## config.mk

```make
export PLATFORM = sky130hd
export DESIGN_NAME = sipo_rx
export DESIGN_NICKNAME = d
export VERILOG_FILES = /design/src/rtl/sipo_pkg.sv /design/src/rtl/sipo_out_buf.sv /design/src/rtl/sipo_rx.sv
export SDC_FILE = /design/constraint.sdc
export NUM_CORES = 1
export LEC_CHECK = 0
export CORE_AREA = 2 2 41 43
export DETAILED_ROUTE_END_ITERATION = 10
export DIE_AREA = 0 0 43 45
export PLACE_DENSITY = 0.74
export SLEW_MARGIN = 20
export SYNTH_ARGS = -nofsm -noshare
export SYNTH_HDL_FRONTEND = slang
export SYNTH_HIERARCHICAL = 1
export SYNTH_SLANG_ARGS = --single-unit
```

## constraint.sdc

```tcl
create_clock -name clk -period 2.07 [get_ports clk]
set_input_delay 0.414 -clock clk [delete_from_list [all_inputs] [get_ports clk]]
set_output_delay 0.414 -clock clk [all_outputs]
set_load 0.02 [all_outputs]
```

## src/rtl/sipo_pkg.sv

```systemverilog
// Shared definitions for the sipo_rx serial receiver: FSM state encoding and
// helpers that size the bit counter and frame length from WIDTH.
// Optional feature macro: SIPO_PARITY_CHECK_EN (adds one even-parity bit per frame).
package sipo_pkg;

  typedef logic [0:0] state_t;

  localparam state_t S_IDLE  = 1'b0;
  localparam state_t S_SHIFT = 1'b1;

  // Counter must hold 0..WIDTH so the parity bit slot fits when enabled.
  function automatic int cnt_w(input int width);
    return $clog2(width + 1);
  endfunction

  // Number of serial bits that make up one frame.
  function automatic int frame_len(input int width);
`ifdef SIPO_PARITY_CHECK_EN
    return width + 1;
`else
    return width;
`endif
  endfunction

endpackage

```

## src/rtl/sipo_out_buf.sv

```systemverilog
// One-entry valid/ready output register with a sticky overrun flag.
// Ports: load/load_data (new word), data_out/data_valid/data_ready (consumer side),
//        overrun (word dropped while full), parity_err/load_perr with SIPO_PARITY_CHECK_EN.
module sipo_out_buf
  import sipo_pkg::*;
#(
  parameter int WIDTH = 4
) (
  input  logic             clk,
  input  logic             rst,
  input  logic             load,
  input  logic [WIDTH-1:0] load_data,
`ifdef SIPO_PARITY_CHECK_EN
  input  logic             load_perr,
  output logic             parity_err,
`endif
  input  logic             data_ready,
  output logic [WIDTH-1:0] data_out,
  output logic             data_valid,
  output logic             overrun
);

  // A new word may enter when the buffer is empty or is being drained this
  // same edge; the latter gives back-to-back delivery with no bubble.
  logic can_load;
  assign can_load = !data_valid || data_ready;

  always_ff @(posedge clk or posedge rst) begin
    if (rst) begin
      data_out   <= '0;
      data_valid <= 1'b0;
      overrun    <= 1'b0;
`ifdef SIPO_PARITY_CHECK_EN
      parity_err <= 1'b0;
`endif
    end else begin
      if (load && can_load) begin
        data_out   <= load_data;
        data_valid <= 1'b1;
`ifdef SIPO_PARITY_CHECK_EN
        parity_err <= load_perr;
`endif
      end else if (data_valid && data_ready) begin
        data_valid <= 1'b0;
      end
      // Held word is left untouched; only the flag records the loss.
      if (load && !can_load) begin
        overrun <= 1'b1;
      end
    end
  end

endmodule

```

## src/rtl/sipo_rx.sv

```systemverilog
// Serial-in/parallel-out receiver: frames bit_valid-qualified bits into WIDTH-bit words.
// Ports: serial_in/bit_valid/frame_start (serial side), data_out/data_valid/data_ready,
//        overrun, busy; parity_err when SIPO_PARITY_CHECK_EN is defined.
module sipo_rx
  import sipo_pkg::*;
#(
  parameter int WIDTH     = 4,
  parameter bit MSB_FIRST = 1'b1
) (
  input  logic             clk,
  input  logic             reset,
  input  logic             serial_in,
  input  logic             bit_valid,
  input  logic             frame_start,
  output logic [WIDTH-1:0] data_out,
  output logic             data_valid,
  input  logic             data_ready,
  output logic             overrun,
`ifdef SIPO_PARITY_CHECK_EN
  output logic             parity_err,
`endif
  output logic             busy
);

  localparam int CNT_W = cnt_w(WIDTH);
  localparam int FLEN  = frame_len(WIDTH);

  state_t           state;
  logic [CNT_W-1:0] bit_cnt;
  logic [CNT_W-1:0] cnt_eff;
  logic [WIDTH-1:0] shift_reg;
  logic [WIDTH-1:0] shift_base;
  logic [WIDTH-1:0] shift_nxt;
  logic [WIDTH-1:0] word;
  logic             last;
`ifdef SIPO_PARITY_CHECK_EN
  logic             perr;
`endif

  always_comb begin
    // frame_start discards the partial frame before this cycle's bit is taken.
    cnt_eff    = frame_start ? '0 : bit_cnt;
    shift_base = frame_start ? '0 : shift_reg;
    shift_nxt  = shift_base;
    // Only data-bit slots shift; the parity slot (if any) never enters shift_reg.
    if (bit_valid && (cnt_eff < CNT_W'(WIDTH))) begin
      if (MSB_FIRST) begin
        shift_nxt = {shift_base[WIDTH-2:0], serial_in};
      end else begin
        shift_nxt = {serial_in, shift_base[WIDTH-1:1]};
      end
    end
    last = bit_valid && (cnt_eff == CNT_W'(FLEN - 1));
`ifdef SIPO_PARITY_CHECK_EN
    // Last bit is the parity bit: data is already complete in shift_base.
    word = shift_base;
    perr = (^shift_base) ^ serial_in;
`else
    // Last bit is a data bit: bypass it straight into the word.
    word = shift_nxt;
`endif
  end

  always_ff @(posedge clk or posedge reset) begin
    if (reset) begin
      state     <= S_IDLE;
      bit_cnt   <= '0;
      shift_reg <= '0;
    end else if (last) begin
      state     <= S_IDLE;
      bit_cnt   <= '0;
      shift_reg <= '0;
    end else if (bit_valid) begin
      state     <= S_SHIFT;
      bit_cnt   <= cnt_eff + 1'b1;
      shift_reg <= shift_nxt;
    end else if (frame_start) begin
      state     <= S_IDLE;
      bit_cnt   <= '0;
      shift_reg <= '0;
    end
  end

  assign busy = (state == S_SHIFT);

  sipo_out_buf #(
    .WIDTH(WIDTH)
  ) u_out_buf (
    .clk       (clk),
    .rst       (reset),
    .load      (last),
    .load_data (word),
`ifdef SIPO_PARITY_CHECK_EN
    .load_perr (perr),
    .parity_err(parity_err),
`endif
    .data_ready(data_ready),
    .data_out  (data_out),
    .data_valid(data_valid),
    .overrun   (overrun)
  );

endmodule

```

; ---- After elaboration in Yosys (flattened, before gate mapping)
; Index checks and enable logic that the tools add are counted.
[word_totals]
word_cells = 31
out_inout_bits = 7
register_bits = 14
in_bits = 6
[op_classes]
add_sub_neg = 1
n_lt_le_gt_ge = 1
muxes = 12
n_reduce_logical = 10
eq_ne = 1
[op_table]
columns = op, count
row1 = 4-bit two-way mux, 4
row2 = 3-bit two-way mux, 3
row3 = 1-bit logical AND, 5
row4 = 1-bit two-way mux, 5
row5 = "3-bit by 1-bit adder with 3-bit output, second input constant", 1
row6 = "3-bit by 2-bit == test with 1-bit output, second input constant", 1
row7 = "3-bit < comparator, second input constant", 1
row8 = 3-bit nonzero test, 1
row9 = 1-bit logical NOT, 2
row10 = 2-bit nonzero test, 1
row11 = 1-bit logical OR, 1

; ---- Longest topological paths before layout
; Gate-level depths: netlist of run 1.
[logic_depth]
word_depth = 6
ltp_mapped = 8
depth_no_buf = 7

; ---- Hierarchy
; The synthesis of run 1 kept the hierarchy.
[modules_own_cells]
columns = module, instances, area_each_um2, seq_area_each_um2, cells_each
row1 = sipo_rx, 1, 450.4, 200.2, 51
row2 = sipo_out_buf, 1, 254.0, 150.1, 16

; ---- Worst setup path before layout of run 1
; No wires, ideal clock.
[synth_path]
kind = input -> register
start = in frame_start
end = reg shift_reg[2]
slack_ns = 0.077
setup_ns = 0.083
t_required_ns = 1.987
n_path_buf = 1
stages = 7
arrival_time_ns = 1.910
path_cell_list = clkbuf_1 > nor2b_1 > ha_1 > ha_1 > nand2b_2 > or4b_1 > o21ai_0
[synth_between]
elab_chain_cells = 6
word_cells_on_any_way = 9
cone_classes = order compare (1) / eq/ne (1) / mux (5) / reduce/logical (2)
[synth_lines]
columns = element, line
row1 = from (decl), sipo_rx.sv:14  ; input logic frame_start,
row2 = 3-bit two-way mux, n/a
row3 = 3-bit < comparator, sipo_rx.sv:46  ; if (bit_valid && (cnt_eff < CNT_W'(WIDTH))) begin
row4 = 1-bit logical AND, sipo_rx.sv:46
row5 = 4-bit two-way mux, sipo_rx.sv:46
row6 = 4-bit two-way mux, sipo_rx.sv:73  ; end else if (bit_valid) begin
row7 = 4-bit two-way mux (*), sipo_rx.sv:69  ; end else if (last) begin
row8 = to (signal assigned), sipo_rx.sv:76  ; shift_reg <= shift_nxt;
row9 = to (decl), sipo_rx.sv:31  ; logic [WIDTH-1:0] shift_reg;
; Every way passes the cells marked *; elsewhere a longest branch is shown, timed or not.
; A chain may end at the register's enable or synchronous reset.

; ---- Worst setup path in the final report of run 1
[layout_path]
start = reg bit_cnt[0]
end = reg shift_reg[2]
[layout_between]
elab_chain_cells = 6
word_cells_on_any_way = 8
cone_classes = order compare (1) / eq/ne (1) / mux (4) / reduce/logical (2)
[layout_lines]
columns = element, line
row1 = from (decl), sipo_rx.sv:29  ; logic [CNT_W-1:0] bit_cnt;
row2 = from (signal assigned), sipo_rx.sv:75  ; bit_cnt <= cnt_eff + 1'b1;
row3 = 3-bit two-way mux (*), n/a
row4 = 3-bit < comparator, sipo_rx.sv:46
row5 = 1-bit logical AND, sipo_rx.sv:46
row6 = 4-bit two-way mux, sipo_rx.sv:46
row7 = 4-bit two-way mux, sipo_rx.sv:73
row8 = 4-bit two-way mux (*), sipo_rx.sv:69
; Marks and branches as above.

==> run summary, run 1 <==
Site row count: 14
Vias: 575
WL/cell: 13.5 µm
Initial antenna violation count: 0
Share of cells above drive strength 1: 21.1%
CTS Buffer Depth: 2
Die area: 1940 µm²
Initial Utilization: 47.9%
GP Congestion: 0.816
Power per Cell Area: 592 nW/µm²
Clock transition at the registers of the reported paths: 80 ps
Final WL: 1430 µm
DIE WIDTH: 43 µm
Core footprint: 1470 µm²
DR DRC count: 0
Kind of end point of the critical path: flip-flop
Fillers: 133
Worst setup SP type: flip-flop
Count of final setup violators: 0
Worst vdd ir: 0.000341 V
Grt ovf: 0
RSZ-0062 raised after global routing: no
Distinct cell type count after synthesis: 23
Tmin final: 1740 ps
Chip height: 45 µm
CP startpoint: bit_cnt[0]
Syn nets: 75
Post-synthesis cell area: 704 µm²
Hold Vio Cnt, Final: 0
Leak: 0.453 nW
Layout overhead on the synthesized area: 32.5%
Seq/Total Area, Yosys: 49.7%
CTS tree: done
Initial DRC count: 17
F_max: 575 MHz
Total Routing Usage GR: 16.9%
Hold WC Path Type: input port to asynchronous set/reset pin
Vias per cell: 5.42
Placed cells: 103
Final design utilization: 63.4%
Warnings, synthesis: 6
Post-route insts no fill: 106
RR Startpoint: bit_cnt[0]
TritonRoute pass-1 iters: 4
FF-to-FF path depth: 6
H-tree depth: 1
Crit path DAT: 1940 ps
Worst Skew: 2.12 ps
Number of setup buffers added after CTS: 0
Commonest non-fill, non-tap cell in the layout: dfrtp_1
Slew Limit Fails: 0
Gate Count Post-Synth: 67
Yosys reg bits: 14
I/O pin count: 13
Post-layout nets: 100
Clock latency on the worst-skew pair: 280 ps
Root buffer cell: clkbuf_4
Tcrit/Tclk final: 84.0%
First-pass GRT wire length: 2310 µm
Worst rel slew slack: 79.2%
Worst-Margin Slew: 312 ps
Routed Antenna Nets: 0
Max-cap viol count: 0
Worst EP required: 2270 ps
Status: finished, final reports clean
DP HPWL: 1120 µm
Crit path kind: flip-flop to flip-flop
ANT cells: 0
Clock sink count: 14
Worst-path maximum fanout: 3
Post-CTS Hold Buffers: 0
Vias in the first global route: 537
Commonest cells after routing, fill and taps aside: 14 x dfrtp_1, 11 x nand2_1, 11 x clkdlybuf4s50_1
Avg Cell Area, Syn: 10.5 µm²
Cts bufs inserted: 3
Largest net degree at the start of global routing: 9
Number of port buffers: 12
[cell type report]
class / count / area, µm² / share of cell area, %
clock buffer: 3 / 22.5 / 2.41
inverter: 6 / 22.5 / 2.41
multi-input combinational: 46 / 328 / 35.1
sequential: 14 / 350 / 37.5
tap: 16 / 20.0 / 2.14
timing repair buffer: 21 / 190 / 20.4
[through the flow]
stage	setup slack, ps	hold slack [ps]	power [W]	cell area, µm²	setup TNS (ps)
CTS	86.7	384	0.000555	931	0
global route	227	387	0.000581	933	0
global placement	-146	461	0.000406	908	-603
floorplan	76.9	205	0.000357	704	0
finish	332	370	0.000553	933	0
detailed placement	-199	474	0.000409	908	-957
[Yosys cell counts]
cell	instances	area (µm²)
or4b_1	1	10.0
mux2_4	4	60.1
mux2i_1	1	10.0
nand3b_1	1	7.51
o21ai_0	1	5.00
clkbuf_1	1	3.75
nor2_1	2	7.51
nand2b_2	1	8.76
o21bai_1	1	7.51
nand2_4	1	11.3
o32ai_1	1	8.76
nand2b_1	4	25.0
a21o_1	1	7.51
ha_1	2	25.0
a21oi_1	5	25.0
inv_1	6	22.5
o22ai_1	3	18.8
or2b_1	1	7.51
nand2_1	11	41.3
o2bb2ai_1	1	8.76
nor2b_1	3	18.8
dfrtp_1	14	350
nand2b_4	1	13.8
[report_power, final]
part,switching [W],internal [W]
logic,0.0000474,0.0000560
clock network,0.0000831,0.0000674
registers,0.00000976,0.000289
total,0.000140,0.000413
[kinds of logic after synthesis]
family / synth area share [%]
adders and majority gates: 3.55
buffers and inverters: 3.73
DFF: 49.7
and+or+nand+nor: 21.5
AOI/OAI and AO/OA: 11.5
muxes: 9.95
[per-layer routing]
| metal | vias up | part of all wire [%] | GRT usage [%] |
|---|---|---|---|
| met3 | 5 | 5.1 | 2.40 |
| met4 | 0 | 2.4 | 9.09 |
| met1 | 277 | 42 | 19.5 |
| met5 | - | 0 | 0 |
| met2 | 21 | 50 | 30.3 |
| li1 | 272 | - | - |
[path summary, 6_finish.rpt]
path | end | slack (ps)
max in group asynchronous | shift_reg[3] | 1430
min reg2reg | busy | 500
max | shift_reg[2] | 330
min in group clk | shift_reg[1] | 500
min | u_out_buf/data_valid | 370
max reg2reg | shift_reg[2] | 330
[worst max-delay path, cell delays in order, from the launching register on]
cell	delay (ps)
dfrtp_1	370
nor2b_1	140
ha_1	210
ha_1	200
nand2b_2	180
or4b_1	490
o21ai_0	80
[timing repair]
action | 4_1_cts | 5_1_grt
endpoints found under the hold margin | 0 | 0
setup endpoints to repair | 0 | 1
gates resized for setup | 0 | 1
Power figures use the tool's default switching activity.
==> inputs of run 2 (changes only) <==
==> constraint.sdc (replaced) <==
create_clock -name clk -period 1.7 [get_ports clk]
set_input_delay 0.34 -clock clk [delete_from_list [all_inputs] [get_ports clk]]
set_output_delay 0.34 -clock clk [all_outputs]
set_load 0.02 [all_outputs]
==> run 2 against run 1 <==
Utilization rose by 3.7 points. Die area unchanged. Final cell count is 1.9% higher. Fmax increased by 3.8%. Hold slack worse by 74 ps. Sequential share of layout area fell by 2.0 points. First-iteration DRC count decreased by 5.9%. Global-route usage fell by 0.14 points. Worst setup slack got worse by 310 ps. Critical path depth stayed put. Flip-flop and latch count did not move.
==> run summary, run 2 (synthesis gave the netlist of run 1 again) <==
First-pass GRT wire length: 2340 µm (was 2310 µm)
Crit path DAT: 1880 ps (was 1940 ps)
Initial DRC count: 16 (was 17)
Share of cells above drive strength 1: 28.3% (was 21.1%)
Vias: 563 (was 575)
Leak: 0.459 nW (was 0.453 nW)
Crit path kind: flip-flop to flip-flop (unchanged)
Uppermost layer routed: met4 (unchanged)
Root buffer cell: clkbuf_4 (unchanged)
Core footprint: 1470 µm² (unchanged)
Power per Cell Area: 692 nW/µm² (was 592 nW/µm²)
DIE WIDTH: 43 µm (unchanged)
Worst Skew: 4.81 ps (was 2.12 ps)
Total Routing Usage GR: 16.7% (was 16.9%)
Hold Vio Cnt, Final: 0 (unchanged)
CTS Buffer Depth: 2 (unchanged)
Final design utilization: 67.1% (was 63.4%)
Die area: 1940 µm² (unchanged)
Count of final setup violators: 0 (unchanged)
Clock transition at the registers of the reported paths: 80 ps (about the same)
Worst-Margin Slew: 314 ps (was 312 ps)
Largest net degree at the start of global routing: 9 (unchanged)
Post-CTS Hold Buffers: 0 (unchanged)
Grt ovf: 0 (unchanged)
GP Congestion: 0.793 (was 0.816)
Routed Antenna Nets: 0 (unchanged)
Worst setup SP type: flip-flop (unchanged)
Hold WC Path Type: input port to asynchronous set/reset pin (unchanged)
DR DRC count: 0 (unchanged)
FF-to-FF path depth: 6 (unchanged)
Post-route insts no fill: 108 (was 106)
Clock sink count: 14 (unchanged)
Pre-CTS WS: -489 ps (was -199 ps)
Vias in the first global route: 591 (was 537)
Tmin final: 1670 ps (was 1740 ps)
CTS tree: done (unchanged)
Number of port buffers: 12 (unchanged)
TritonRoute pass-1 iters: 4 (unchanged)
DP HPWL: 1110 µm (was 1120 µm)
ANT cells: 0 (unchanged)
FF-to-FF setup slack: 30 ps (was 330 ps)
Hold slack final: 296 ps (was 370 ps)
Worst rel slew slack: 79.0% (was 79.2%)
Kind of end point of the critical path: flip-flop (unchanged)
Placed cells: 105 (was 103)
WL met3: 68 µm (was 73 µm)
WL met2: 723 µm (was 715 µm)
DRT met1 WL: 570 µm (was 603 µm)
Status: finished, final reports clean (unchanged)
Vias per cell: 5.21 (was 5.42)
Post-layout nets: 102 (was 100)
H-tree depth: 1 (unchanged)
Worst-path maximum fanout: 3 (unchanged)
Commonest cells after routing, fill and taps aside: 14 x dfrtp_1, 11 x nand2_1, 11 x clkdlybuf4s50_1, 11 x buf_4, 6 x inv_1 (was 14 x dfrtp_1, 11 x nand2_1, 11 x clkdlybuf4s50_1)
Commonest non-fill, non-tap cell in the layout: dfrtp_1 (unchanged)
Tcrit/Tclk final: 98.5% (was 84.0%)
Cts bufs inserted: 3 (unchanged)
Slew Limit Fails: 0 (unchanged)
I/O pin count: 13 (unchanged)
Chip height: 45 µm (unchanged)
Number of setup buffers added after CTS: 0 (unchanged)
Initial antenna violation count: 0 (unchanged)
Clock latency on the worst-skew pair: 280 ps (about the same)
Worst EP required: 1910 ps (was 2270 ps)
F_max: 597 MHz (was 575 MHz)
Worst vdd ir: 0.000463 V (was 0.000341 V)
Setup TNS: 0 ps (unchanged)
Max-cap viol count: 0 (unchanged)
Final WL: 1390 µm (was 1430 µm)
Site row count: 14 (unchanged)
Setup ws final: 26.1 ps (was 332 ps)
WL/cell: 12.9 µm (was 13.5 µm)
Layout overhead on the synthesized area: 40.1% (was 32.5%)
Initial Utilization: 47.9% (unchanged)
[run 2: changes by cell type in the layout (fill, tap and decap cells not counted), sizes merged]
| cell | previous run | this run |
|---|---|---|
| buf | 9 | 11 |
| dlygate4sd2 | 0 | 1 |
| dlymetal6s2s | 1 | 0 |
[run 2: layout make-up]
| cell class | instances | area (µm²) |
|---|---|---|
| Timing Repair Buffer | 23 | 201 |
| Sequential cell | 14 | 350 |
| Clock buffer | 3 | 22.5 |
| Tap cell | 16 | 20.0 |
| Multi-Input combinational cell | 46 | 370 |
| Fill cell | 122 | 484 |
| Inverter | 6 | 22.5 |
[run 2: worst paths after layout]
kind	from	to
min in group clk	u_out_buf/overrun	u_out_buf/overrun
max in group asynchronous	reset	bit_cnt[0]
hold / removal	reset	u_out_buf/data_out[3]
setup / recovery	bit_cnt[0]	shift_reg[2]
hold reg to reg	u_out_buf/overrun	u_out_buf/overrun
setup reg to reg	bit_cnt[0]	shift_reg[2]
[run 2: stage by stage]
step | cell area [µm²] | power, W
after CTS | 955 | 0.000681
after global routing | 987 | 0.000722
final | 987 | 0.000684
after floorplan | 716 | 0.000437
after detailed placement | 931 | 0.000502
after global placement | 931 | 0.000499
[run 2: timing repair]
action	4_1_cts	5_1_grt
pin swaps	0	2
endpoints found under the setup margin	6	1
endpoints found under the hold margin	0	0
gates cloned	0	0
resized for setup	2	7
[run 2: layer usage]
metal,vias to the layer above,track usage [%]
met1,263,17.6
met4,0,7.27
met5,-,0
met2,13,31.5
met3,6,4.40
li1,281,-
[run 2: critical path, stage by stage, from the launching register on]
cell,delay [ps]
dfrtp_1,370
nor2b_2,170
ha_4,170
ha_4,150
nand2b_4,140
or4b_1,520
o21ai_1,90
[run 2: where the power goes]
part / switching (W) / internal, W / total [W] / leakage (nW)
clock network: 0.000100 / 0.0000822 / 0.000182 / 0.0138
logic: 0.0000626 / 0.0000751 / 0.000138 / 0.258
registers: 0.0000116 / 0.000352 / 0.000364 / 0.187
